--- config.mk ---
export PLATFORM = sky130hd
export DESIGN_NAME = matrix_scan_controller
export DESIGN_NICKNAME = d
export VERILOG_FILES = /design/src/rtl/matrix_pkg.sv /design/src/rtl/blink_timer.sv /design/src/rtl/matrix_scan_controller.sv
export SDC_FILE = /design/constraint.sdc
export NUM_CORES = 1
export LEC_CHECK = 0
export ABC_AREA = 1
export CORE_MARGIN = 4
export CORE_UTILIZATION = 50
export CTS_CLUSTER_SIZE = 12
export DETAILED_ROUTE_END_ITERATION = 10
export GPL_TIMING_DRIVEN = 0
export PLACE_DENSITY_LB_ADDON = 0.3
export SLEW_MARGIN = 20
export SYNTH_ARGS = -nofsm -noshare
export SYNTH_HDL_FRONTEND = slang
export SYNTH_HIERARCHICAL = 1
export SYNTH_SLANG_ARGS = --single-unit
--- constraint.sdc ---
create_clock -name clk -period 2.2 [get_ports clk]
set_input_delay 0.44 -clock clk [delete_from_list [all_inputs] [get_ports clk]]
set_output_delay 0.44 -clock clk [all_outputs]
set_load 0.01 [all_outputs]
--- src/rtl/matrix_pkg.sv ---
// Shared definitions for the LED matrix scan controller.
//   - Water level encodings presented to the decoder.
//   - Matrix geometry (columns x rows).
//   - Scan FSM state type.
//   - Helpers mapping a column index to its active-low select pattern and to
//     the decoder image it shows.
package matrix_pkg;

    localparam logic [1:0] LVL_CRITICAL = 2'b00;
    localparam logic [1:0] LVL_LOW      = 2'b01;
    localparam logic [1:0] LVL_MID      = 2'b10;
    localparam logic [1:0] LVL_HIGH     = 2'b11;

    localparam int NUM_COLS = 5;
    localparam int NUM_ROWS = 7;

    typedef enum logic [1:0] {
        OFF   = 2'b00,
        BLANK = 2'b01,
        DRIVE = 2'b10
    } scan_state_t;

    // Active-low one-hot column select. Out-of-range indices give all columns off.
    function automatic logic [NUM_COLS-1:0] col_onehot_n(input logic [2:0] col);
        logic [NUM_COLS-1:0] sel;
        case (col)
            3'd0:    sel = 5'b11110;
            3'd1:    sel = 5'b11101;
            3'd2:    sel = 5'b11011;
            3'd3:    sel = 5'b10111;
            3'd4:    sel = 5'b01111;
            default: sel = 5'b11111;
        endcase
        return sel;
    endfunction

    // The outer columns (0 and 4) show the decoder's second image; 1-3 the first.
    function automatic logic is_outer_col(input logic [2:0] col);
        return (col == 3'd0) || (col == 3'd4);
    endfunction

endpackage

--- src/rtl/blink_timer.sv ---
// Blink phase generator for the critical-level display.
//   clk          : system clock
//   reset_n      : asynchronous active-low reset
//   frame_tick_i : one-cycle pulse at each frame boundary
//   clear_i      : hold counter at zero and phase visible
//   dark_o       : 1 = blank the rows for this half-period (registered)
// The counter runs over frames 0..BLINK_FRAMES-1 and toggles the phase on wrap.
module blink_timer #(
    parameter int BLINK_FRAMES = 50
) (
    input  logic clk,
    input  logic reset_n,
    input  logic frame_tick_i,
    input  logic clear_i,
    output logic dark_o
);

    localparam int CW = $clog2(BLINK_FRAMES) + 1;

    logic [CW-1:0] cnt_q, cnt_d;
    logic          dark_q, dark_d;

    // Next-state logic: clear has priority over counting so a level change
    // takes effect in the same update as the frame tick.
    always_comb begin
        cnt_d  = cnt_q;
        dark_d = dark_q;
        if (clear_i) begin
            cnt_d  = '0;
            dark_d = 1'b0;
        end else if (frame_tick_i) begin
            if (cnt_q == CW'(BLINK_FRAMES - 1)) begin
                cnt_d  = '0;
                dark_d = ~dark_q;
            end else begin
                cnt_d  = cnt_q + CW'(1);
            end
        end else begin
            cnt_d  = cnt_q;
        end
    end

    // Counter and phase registers.
    always_ff @(posedge clk or negedge reset_n) begin
        if (!reset_n) begin
            cnt_q  <= '0;
            dark_q <= 1'b0;
        end else begin
            cnt_q  <= cnt_d;
            dark_q <= dark_d;
        end
    end

    assign dark_o = dark_q;

endmodule

--- src/rtl/matrix_scan_controller.sv ---
// Column-multiplexing scan controller for the 5x7 LED matrix.
//   clk, reset_n           : system clock, asynchronous active-low reset
//   enable                 : 1 = scan, 0 = dark
//   level_in, level_valid  : new water level and its valid flag (held until ack)
//   level_ack              : one-cycle pulse when level_in has been latched
//   dec_data               : latched level, feeds the external decoder
//   dec_col_0, dec_col_1   : decoder images for columns 1-3 and columns 0/4
//   col_sel_n, row_n       : active-low column select and row drive
//   frame_start            : pulse in the first blank cycle of column 0
// Each column slot is SCAN_DIV clocks: BLANK_CYCLES dark, then drive. New
// levels are only taken at frame boundaries (or while OFF) so a frame never
// mixes two images. All outputs are registered from next-state values.
module matrix_scan_controller
    import matrix_pkg::*;
#(
    parameter int SCAN_DIV     = 1000,
    parameter int BLANK_CYCLES = 2,
    parameter int BLINK_FRAMES = 50
) (
    input  logic                clk,
    input  logic                reset_n,
    input  logic                enable,
    input  logic [1:0]          level_in,
    input  logic                level_valid,
    output logic                level_ack,
    output logic [1:0]          dec_data,
    input  logic [NUM_ROWS-1:0] dec_col_0,
    input  logic [NUM_ROWS-1:0] dec_col_1,
    output logic [NUM_COLS-1:0] col_sel_n,
    output logic [NUM_ROWS-1:0] row_n,
    output logic                frame_start
);

    localparam int SW = $clog2(SCAN_DIV);

    scan_state_t         state_q, state_d;
    logic [2:0]          col_q, col_d;
    logic [SW-1:0]       slot_q, slot_d;
    logic [1:0]          level_q, level_d;
    logic                ack_q, ack_d;
    logic                fs_q, fs_d;
    logic [NUM_COLS-1:0] col_sel_q, col_sel_d;
    logic [NUM_ROWS-1:0] row_q, row_d;
    logic                blink_tick_s;
    logic                blink_clear_s;
    logic                blink_dark_s;

    // Scan FSM next state, level latching and output pre-computation.
    always_comb begin
        state_d      = state_q;
        col_d        = col_q;
        slot_d       = slot_q;
        level_d      = level_q;
        ack_d        = 1'b0;
        fs_d         = 1'b0;
        blink_tick_s = 1'b0;

        case (state_q)
            OFF: begin
                // While dark the level is taken straight away; ack_q gating
                // keeps a valid that is still high on the ack cycle from
                // producing a second ack.
                if (level_valid && !ack_q) begin
                    level_d = level_in;
                    ack_d   = 1'b1;
                end else begin
                    level_d = level_q;
                end
                if (enable) begin
                    state_d = BLANK;
                    col_d   = 3'd0;
                    slot_d  = '0;
                    fs_d    = 1'b1;
                end else begin
                    state_d = OFF;
                end
            end
            BLANK: begin
                if (!enable) begin
                    state_d = OFF;
                    col_d   = 3'd0;
                    slot_d  = '0;
                end else if (slot_q == SW'(BLANK_CYCLES - 1)) begin
                    state_d = DRIVE;
                    slot_d  = slot_q + SW'(1);
                end else begin
                    slot_d  = slot_q + SW'(1);
                end
            end
            DRIVE: begin
                if (!enable) begin
                    state_d = OFF;
                    col_d   = 3'd0;
                    slot_d  = '0;
                end else if (slot_q == SW'(SCAN_DIV - 1)) begin
                    state_d = BLANK;
                    slot_d  = '0;
                    if (col_q == 3'd4) begin
                        // Frame boundary.
                        col_d        = 3'd0;
                        fs_d         = 1'b1;
                        blink_tick_s = 1'b1;
                        if (level_valid && !ack_q) begin
                            level_d = level_in;
                            ack_d   = 1'b1;
                        end else begin
                            level_d = level_q;
                        end
                    end else begin
                        col_d = col_q + 3'd1;
                    end
                end else begin
                    slot_d = slot_q + SW'(1);
                end
            end
            default: begin
                state_d = OFF;
                col_d   = 3'd0;
                slot_d  = '0;
            end
        endcase

        if (state_d == DRIVE) begin
            col_sel_d = col_onehot_n(col_d);
            if (blink_dark_s) begin
                row_d = 7'h7F;
            end else if (is_outer_col(col_d)) begin
                row_d = ~dec_col_1;
            end else begin
                row_d = ~dec_col_0;
            end
        end else begin
            col_sel_d = 5'b11111;
            row_d     = 7'h7F;
        end
    end

    // Blinking runs only across boundaries where the level stays critical;
    // entering or leaving critical restarts from a visible phase.
    assign blink_clear_s = (level_q != LVL_CRITICAL) || (level_d != LVL_CRITICAL);

    blink_timer #(
        .BLINK_FRAMES (BLINK_FRAMES)
    ) u_blink_timer (
        .clk          (clk),
        .reset_n      (reset_n),
        .frame_tick_i (blink_tick_s),
        .clear_i      (blink_clear_s),
        .dark_o       (blink_dark_s)
    );

    // State, level and registered output flops.
    always_ff @(posedge clk or negedge reset_n) begin
        if (!reset_n) begin
            state_q   <= OFF;
            col_q     <= 3'd0;
            slot_q    <= '0;
            level_q   <= 2'b00;
            ack_q     <= 1'b0;
            fs_q      <= 1'b0;
            col_sel_q <= 5'b11111;
            row_q     <= 7'h7F;
        end else begin
            state_q   <= state_d;
            col_q     <= col_d;
            slot_q    <= slot_d;
            level_q   <= level_d;
            ack_q     <= ack_d;
            fs_q      <= fs_d;
            col_sel_q <= col_sel_d;
            row_q     <= row_d;
        end
    end

    assign level_ack   = ack_q;
    assign dec_data    = level_q;
    assign col_sel_n   = col_sel_q;
    assign row_n       = row_q;
    assign frame_start = fs_q;

endmodule

==> flow_summary.json, run 1 <==
{
  "wl_per_cell_um": 12.3,
  "power_per_cell_area_nw_per_um2": 656,
  "yosys.area.top_type_share_pct": 29.3,
  "synth-seq-cells": 39,
  "grt_pass1_wl_um": 8670,
  "crit_path_end_kind": "flip-flop",
  "arrival_ps": 2310,
  "hp-class": "in2async",
  "leakagePower_nw": 1.41,
  "setup_viol": 0,
  "die_area_sq_um": 5770,
  "fin_crit_sh_pct": 96.1,
  "synth.avg_cell_area_sq_um": 7.79,
  "totalPowerFinal_mw": 1.91,
  "r2r_start": "slot_q[1]$_DFFE_PN0P_",
  "crit_path_start_kind": "flip-flop",
  "yosys_most_used_dff": "dfrtp_1",
  "yosysWarnings": 6,
  "crit_type": "reg2reg",
  "slew_viol_final": 0,
  "grt_overflow_total": 0,
  "dpl-instance-area_sq_um": 2740,
  "crit_fanout": 4,
  "yosysMostFrequentCell": "nand2_1",
  "clk-insertion-delay-late_ps": 290,
  "cts_tree": "built",
  "clk_pin_slew_ps": 80,
  "via_count": 2056,
  "root_buffer": "clkbuf_8",
  "antenna_left": 0,
  "synthTopCellsByArea": "dfrtp_1 (29%), dfstp_2 (14%), nand2_1 (10%)",
  "dr.pass1.iters": 4,
  "worst_ir_drop_vdd_uv": 312,
  "status": "completed",
  "r2r-end": "u_blink_timer/cnt_q[2]$_DFFE_PN0P_",
  "synth.cell_area_sq_um": 2310,
  "fin_area_sq_um": 2920,
  "grt_use_total_pct": 17.9,
  "synth-edff-count": 0,
  "yosysSeqAreaShare_pct": 43.0,
  "grt_pass1_vias": 1934,
  "rows": 24,
  "start_util_pct": 52.3,
  "fp.coreArea_sq_um": 4410,
  "cts_buffer_depth": 2,
  "fmax_mhz": 473,
  "yosysTopAreaCell": "dfrtp_1",
  "hpwl_um": 3580,
  "nets": 373,
  "grt_start_max_net_pins": 31,
  "rsz0062_at_grt": "yes",
  "drive_gt1_share_pct": 19.5,
  "area_growth_pct": 26.5,
  "gp_congestion": 0.859,
  "fin_crit_ps": 2110,
  "reg2reg_slack_ps": 90,
  "cts_hold_buf": 0,
  "drc_errors": 0,
  "setup_ws_ps": 85.2,
  "drt-total-wl_um": 4880,
  "n_antenna_cell": 0,
  "cap_viol_max_count": 0,
  "die_w_um": 75.9,
  "cts_buffers": 5,
  "finClkSkew_ps": 4.76,
  "fill_cells": 367,
  "ios": 36,
  "die_h_um": 75.9,
  "worstMarginPinSlew_ps": 354,
  "clkSinkCount": 39,
  "synthCells": 296,
  "async_reset_ff_share_pct": 100,
  "antenna_found_initial": 0,
  "maxSlewHeadroom_pct": 76.3,
  "io_buffers": 35,
  "synth_cell_types": 31,
  "hold_viol_final": 0,
  "vias_per_cell": 5.19,
  "preCtsSetupSlack_ps": -323,
  "yosys-top-cells-count": "nand2_1 (62), inv_1 (52), nand3_1 (33)",
  "htree_levels": 2,
  "synthesis.nets": 326,
  "worst_ep_required_time_ps": 2390,
  "r2r_cells": 16,
  "drtIter0Drc": 106
}
==> worst max path at each step <==
stage | startpoint | to | slack [ps] | cells after the start
3_5_place_dp | enable | u_blink_timer/cnt_q[2]$_DFFE_PN0P_ | -320 | 13
2_1_floorplan | slot_q[0]$_DFFE_PN0P_ | u_blink_timer/cnt_q[2]$_DFFE_PN0P_ | 190 | 15
4_1_cts | slot_q[1]$_DFFE_PN0P_ | u_blink_timer/cnt_q[2]$_DFFE_PN0P_ | 30 | 16
5_1_grt | slot_q[1]$_DFFE_PN0P_ | u_blink_timer/cnt_q[2]$_DFFE_PN0P_ | -70 | 16
6_report | slot_q[1]$_DFFE_PN0P_ | u_blink_timer/cnt_q[2]$_DFFE_PN0P_ | 90 | 16
3_3_place_gp | reset_n | col_q[1]$_DFF_PN0_ | -270 | 1
==> metal layers <==
metal	wire length (um)	up-vias	GRT usage, %
met1	2110	973	22.9
met3	290	7	4.86
met2	2400	54	29.0
met4	83	0	6.41
li1	-	1022	-
met5	0	-	0
==> report_power, final <==
group          total, mW  leakage (nW)  internal, mW  switching (mW)
clock network      0.560        0.0563         0.292           0.268
registers          0.821         0.494         0.773          0.0478
logic              0.532         0.858         0.223           0.309
==> registers in the layout, indices dropped and copies added, names as in the netlist <==
register,count
slot_q,10
row_n,7
u_blink_timer/cnt_q,7
col_sel_n,5
col_q,3
dec_data,2
state_q,2
frame_start,1
level_ack,1
u_blink_timer/dark_o,1
==> layout make-up <==
cell class	instances	area, sq um	share of cell area, %
multi-input combinational	198	1130	38.6
timing repair buffer	40	395	13.6
tap	52	65.1	2.23
sequential	39	991	34.0
clock inverter	2	13.8	0.472
inverter	57	214	7.33
buffer	2	18.8	0.643
clock buffer	6	93.8	3.22
==> stage by stage <==
step / TNS [ps] / hold slack (ps) / util (%) / std cells
floorplan: 0 / 144 / - / 296
global placement: -8300 / 513 / 61.7 / 383
detailed placement: -1520 / 328 / 62.0 / 384
CTS: 0 / 4.76 / 65.1 / 394
global route: -265 / 16.0 / 66.1 / 396
finish: 0 / 4.99 / 66.1 / 396
==> kinds of logic (layout without fill, tap and decap cells) <==
family                     count (synthesis)  after routing  synth area share [%]
buffers and inverters                     59            107                  10.1
adders and majority gates                 10             10                  5.42
xor gates and xnor gates                   6              6                  2.28
AOI/OAI and AO/OA                         21             21                  5.15
and+or+nand+nor                          161            161                  34.1
DFF                                       39             39                  43.0
==> worst max-delay path, stage by stage, from the launching register on <==
cell	delay, ps
dfrtp_1	410
ha_4	170
nand2_4	70
nor2_1	80
and2_1	140
nand3_2	110
inv_2	90
nand2_1	50
nand3_1	80
nand2_2	60
nor2_2	110
nand2_2	90
nor2_4	200
inv_2	80
a21oi_2	120
or2_1	120
nor2_2	30
==> repair_timing <==
item,in CTS,in global routing
resized for setup,4,12
setup buffers,2,2
setup endpoints to repair,6,5
cloned,0,0
pin swaps,1,2
==> cells in the final DEF (no fill, tap or decap), types with 9 or more instances in the layout <==
cell type,synthesis,final
nand3_1,33,32
nor2_1,29,28
inv_1,52,49
nand2_2,8,9
dfrtp_1,27,27
nand4_1,9,9
nand2_1,62,60
clkdlybuf4s50_1,0,34
ha_1,10,9
dfstp_2,12,12
Power figures use the tool's default switching activity.
==> run 2, diff against run 1 <==
Settings changed: CTS_BUF_LIST from default to sky130_fd_sc_hd__clkbuf_2.
==> flow_summary.json, run 2 (same netlist as run 1, synthesis figures left out) <==
{
  "cts_buffers": 5,
  "p_int_mw": 1.19,
  "slowest_delay_ps": 440,
  "setup_viol": 0,
  "grtUsageMet1_pct": 22.7,
  "crit_family": "simple AND/OR/NAND/NOR gates",
  "grt_start_max_net_pins": 31,
  "fin_crit_sh_pct": 96.9,
  "r2r-end": "u_blink_timer/cnt_q[2]$_DFFE_PN0P_",
  "crit_path_start_kind": "flip-flop",
  "grt_pass1_vias": 1981,
  "cap_viol_max_count": 0,
  "arrival_ps": 2460,
  "nets": 378,
  "gp_congestion": 0.859,
  "die_area_sq_um": 5770,
  "final_common_cell": "nand2_1",
  "fin_crit_ps": 2130,
  "worst_ep_required_time_ps": 2520,
  "drtIter0Drc": 104,
  "worst_ir_drop_vdd_uv": 368,
  "crit_path_end_kind": "flip-flop",
  "cp.buffers_inverters": 2,
  "hold_viol_final": 0,
  "r2r_start": "slot_q[1]$_DFFE_PN0P_",
  "antenna_found_initial": 0,
  "switching_power_uw": 609,
  "hpwl_um": 3580,
  "drc_errors": 0,
  "worstMarginPinSlew_ps": 352,
  "ios": 36,
  "antenna_left": 0,
  "grt_overflow_total": 0,
  "status": "completed",
  "mostFrequentLayoutCells": "nand2_1 (61), inv_1 (49), clkdlybuf4s50_1 (34)",
  "clk_pin_slew_ps": 200,
  "combPwrFrac_pct": 29.6,
  "use_met3_pct": 4.74,
  "clkSinkCount": 39,
  "cts_buffer_depth": 2,
  "crit_slowest_cell": "dfrtp_1",
  "r2r_cells": 16,
  "grt_use_met2_pct": 30.1,
  "totalPowerFinal_mw": 1.80,
  "die_h_um": 75.9,
  "fp.coreArea_sq_um": 4410,
  "grt_busiest_layer": "met2",
  "clkPwrFrac_pct": 24.8,
  "leakagePower_nw": 1.42,
  "swShare_pct": 33.9,
  "seqPwrFrac_pct": 45.6,
  "wl_per_cell_um": 12.6,
  "htree_levels": 2,
  "preCtsSetupSlack_ps": -323,
  "maxSlewHeadroom_pct": 76.4,
  "fill_cells": 360,
  "area_growth_pct": 26.4,
  "die_w_um": 75.9,
  "power_per_cell_area_nw_per_um2": 617,
  "vias_per_cell": 5.18,
  "dr.pass1.iters": 4,
  "start_util_pct": 52.3,
  "cts_tree": "built",
  "clk-insertion-delay-late_ps": 400,
  "path_cells": "ha_4 > nand2_4 > nor2_1 > and2_1 > nand3_2 > inv_2 > nand2_1 > nand3_1 > nand2_1 > nor2_2 > nand2_2 > nor2_4 > inv_2 > a21oi_2 > or2_1 > nor2_2",
  "grt_use_total_pct": 18.2,
  "rows": 24,
  "hp-class": "in2async",
  "via_count": 2077,
  "crit_fanout": 4,
  "fmax_mhz": 469,
  "root_buffer": "clkbuf_2",
  "regMostFlops": "slot_q",
  "finClkSkew_ps": 8.98,
  "crit_type": "reg2reg",
  "largest_reg_flops": 10,
  "drive_gt1_share_pct": 20.3,
  "drt-total-wl_um": 5050,
  "slew_viol_final": 0,
  "reg2reg_slack_ps": 70,
  "n_antenna_cell": 0,
  "io_buffers": 35,
  "grt_pass1_wl_um": 8810,
  "setup_ws_ps": 67.6,
  "rsz0062_at_grt": "yes"
}
run 2: cell count changes in the layout (fill, tap and decap cells not counted):
cell	change
clkbuf_2	+5
clkbuf_8	-5
buf_4	+4
dfrtp_1	-2
dfrtp_2	+2
o21ai_0	+2
bufinv_16	+1
clkbuf_16	-1
dlygate4sd3_1	+1
nand2_1	+1
nand2_2	-1
o21ai_1	-1
o21ai_2	-1
run 2: worst max path at each step:
stage                          startpoint                            endpoint  slack (ps)  cells past startpoint
detailed placement                 enable  u_blink_timer/cnt_q[2]$_DFFE_PN0P_        -320                     13
CTS                 slot_q[0]$_DFFE_PN0P_  u_blink_timer/cnt_q[2]$_DFFE_PN0P_          30                     16
floorplan           slot_q[0]$_DFFE_PN0P_  u_blink_timer/cnt_q[2]$_DFFE_PN0P_         190                     15
global route        slot_q[1]$_DFFE_PN0P_  u_blink_timer/cnt_q[2]$_DFFE_PN0P_         -50                     16
finish              slot_q[1]$_DFFE_PN0P_  u_blink_timer/cnt_q[2]$_DFFE_PN0P_          70                     16
global placement                  reset_n                  col_q[1]$_DFF_PN0_        -270                      1
run 2: per-stage QoR:
step	utilization (%)	setup TNS [ps]	area [sq um]	instances	hold slack (ps)
after CTS	64.5	0	2850	396	412
after floorplan	-	0	2310	296	144
after detailed placement	62.0	-1520	2740	384	328
final	66.0	0	2920	401	414
after global routing	66.0	-219	2920	401	415
after global placement	61.7	-8300	2720	383	513
run 2: worst register-to-register path, delay by kind of cell (launching register included):
family	cells	cell delay, ps
AOI/OAI and AO/OA	1	120
DFF	1	440
adders and majority gates	1	170
buffers and inverters	2	170
and+or+nand+nor	12	1170
run 2: final cells by class:
cell class	instances	area, sq um	area share [%]
inverter	57	214	7.34
sequential	39	993	34.1
multi-input combinational	198	1120	38.4
tap	52	65.1	2.23
timing repair buffer	45	435	14.9
clock buffer	5	25.0	0.858
clock inverter	3	43.8	1.50
buffer	2	18.8	0.644
run 2: repair_timing:
action / in CTS / in global routing
cloned: 0 / 0
setup buffers: 3 / 5
endpoints found under the setup margin: 6 / 5
resized for setup: 3 / 11
pin swaps: 1 / 6
hold buffers: 1 / 0
endpoints found under the hold margin: 9 / 0
run 2: per-layer routing:
metal	vias up	share of wire (%)
li1	1029	-
met1	971	42
met2	70	50
met3	7	6.3
met4	0	1.6
met5	-	0
run 2: power groups by stage:
stage / clock, mW / combinational [mW] / sequential [mW]
after global placement: 0 / 0.469 / 0.832
final: 0.445 / 0.533 / 0.820
after detailed placement: 0 / 0.482 / 0.835
after CTS: 0.458 / 0.524 / 0.815
after global routing: 0.495 / 0.597 / 0.827
after floorplan: 0 / 0.294 / 0.840
==> run 3, diff against run 2 <==
Settings changed: REMOVE_ABC_BUFFERS from default to 1.
==> flow_summary.json, run 3 (same netlist as run 1, synthesis figures left out) <==
{
  "status": "completed",
  "power_per_cell_area_nw_per_um2": 593,
  "drc_errors": 0,
  "clkSinkCount": 39,
  "crit_path_end_kind": "flip-flop",
  "drt-total-wl_um": 4990,
  "r2r_start": "slot_q[1]$_DFFE_PN0P_",
  "cts_tree": "built",
  "gp_congestion": 0.860,
  "worst_ep_required_time_ps": 2530,
  "drtIter0Drc": 98,
  "fp.coreArea_sq_um": 4410,
  "final_common_cell": "nand2_1",
  "n_antenna_cell": 0,
  "grt_use_met2_pct": 29.1,
  "dr.pass1.iters": 4,
  "grt_busiest_layer": "met2",
  "cap_viol_max_count": 0,
  "fmax_mhz": 472,
  "antenna_found_initial": 0,
  "nets": 380,
  "grtUsageMet1_pct": 23.7,
  "multi_input_area_sq_um": 1150,
  "seq_area_sq_um": 992,
  "drive_gt1_share_pct": 22.8,
  "fill_cells": 357,
  "setup_viol": 0,
  "largest_reg_flops": 10,
  "grt_use_total_pct": 17.8,
  "root_buffer": "clkbuf_2",
  "hold-worst-slack_ps": 509,
  "slew_viol_final": 0,
  "hold_viol_final": 0,
  "htree_levels": 2,
  "ios": 36,
  "grt_pass1_wl_um": 8600,
  "hp-class": "in2async",
  "hpwl_um": 3610,
  "cts_buffers": 5,
  "regMostFlops": "slot_q",
  "crit_type": "reg2reg",
  "fin_tns_setup_ps": 0,
  "grt_overflow_total": 0,
  "start_util_pct": 52.3,
  "worstMarginPinSlew_ps": 489,
  "grt_pass1_vias": 1895,
  "worst_ir_drop_vdd_uv": 316,
  "crit_fanout": 4,
  "rows": 24,
  "clk-insertion-delay-late_ps": 390,
  "cp-startpoint": "slot_q[1]$_DFFE_PN0P_",
  "arrival_ps": 2440,
  "preCtsSetupSlack_ps": -236,
  "die_w_um": 75.9,
  "area_growth_pct": 27.3,
  "die_h_um": 75.9,
  "grt_start_max_net_pins": 22,
  "fin_crit_ps": 2120,
  "finClkSkew_ps": 14.6,
  "leakagePower_nw": 1.42,
  "io_buffers": 35,
  "wl_per_cell_um": 12.4,
  "clk_pin_slew_ps": 210,
  "mostFrequentLayoutCells": "nand2_1 (57), inv_1 (49), clkdlybuf4s50_1 (34)",
  "maxSlewHeadroom_pct": 67.4,
  "rsz0062_at_grt": "yes",
  "crit_path_start_kind": "flip-flop",
  "antenna_left": 0,
  "cts_buffer_depth": 2,
  "via_count": 2000,
  "vias_per_cell": 4.96,
  "use_met3_pct": 3.91,
  "die_area_sq_um": 5770,
  "setup_ws_ps": 82.0,
  "fin_crit_sh_pct": 96.3
}
## run 3: cell type report
| cell class | count | area share [%] |
|---|---|---|
| Inverter | 57 | 7.29 |
| Clock buffer | 6 | 1.02 |
| Multi-Input combinational cell | 198 | 39.2 |
| Clock inverter | 2 | 0.426 |
| Timing Repair Buffer | 49 | 16.1 |
| Sequential cell | 39 | 33.8 |
| Tap cell | 52 | 2.22 |
## run 3: final timing paths
kind	to	slack [ps]	cells after the start
worst min register to register	u_blink_timer/cnt_q[1]$_DFFE_PN0P_	570	2
worst max-delay path	u_blink_timer/cnt_q[2]$_DFFE_PN0P_	80	16
worst min-delay path	slot_q[6]$_DFFE_PN0P_	510	2
worst max register to register	u_blink_timer/cnt_q[2]$_DFFE_PN0P_	80	16
min in group clk	u_blink_timer/cnt_q[1]$_DFFE_PN0P_	570	2
max in group asynchronous	row_n[1]$_DFF_PN1_	1150	3
## run 3: worst max-delay path: stages, from the launching register on
cell     delay (ps)
dfrtp_1         400
ha_2            210
nand2_4          70
nor2_2          120
and2_4          160
nand3_4          70
inv_2            80
nand2_2          50
nand3_2          70
nand2_2          70
nor2_4          110
nand2_2          90
nor2_4          220
inv_2            90
a21oi_2         120
or2_1           110
nor2_2           30
## run 3: per-stage QoR
stage | std cells | area (sq um) | util (%) | total power [mW]
after detailed placement | 382 | 2730 | 61.8 | 1.32
after floorplan | 294 | 2290 | - | 1.13
after global routing | 403 | 2940 | 66.5 | 1.90
after CTS | 394 | 2800 | 63.5 | 1.68
after global placement | 381 | 2700 | 61.3 | 1.30
final | 403 | 2940 | 66.5 | 1.74
## run 3: layer usage
metal,part of all wire (%),up-vias
li1,-,1032
met1,45,926
met2,51,38
met3,3.8,4
met4,0.86,0
met5,0,-
## run 3: timing repair
item,4_1_cts,5_1_grt
resized for setup,0,24
setup buffers,3,9
hold buffers,1,0
pin swaps,1,9
setup endpoints to repair,5,14
endpoints found under the hold margin,11,0
## run 3: where the power goes
part	internal [mW]	leakage [nW]	switching [mW]
Combinational	0.263	0.900	0.338
Clock	0.0811	0.0290	0.244
Sequential	0.774	0.492	0.0401
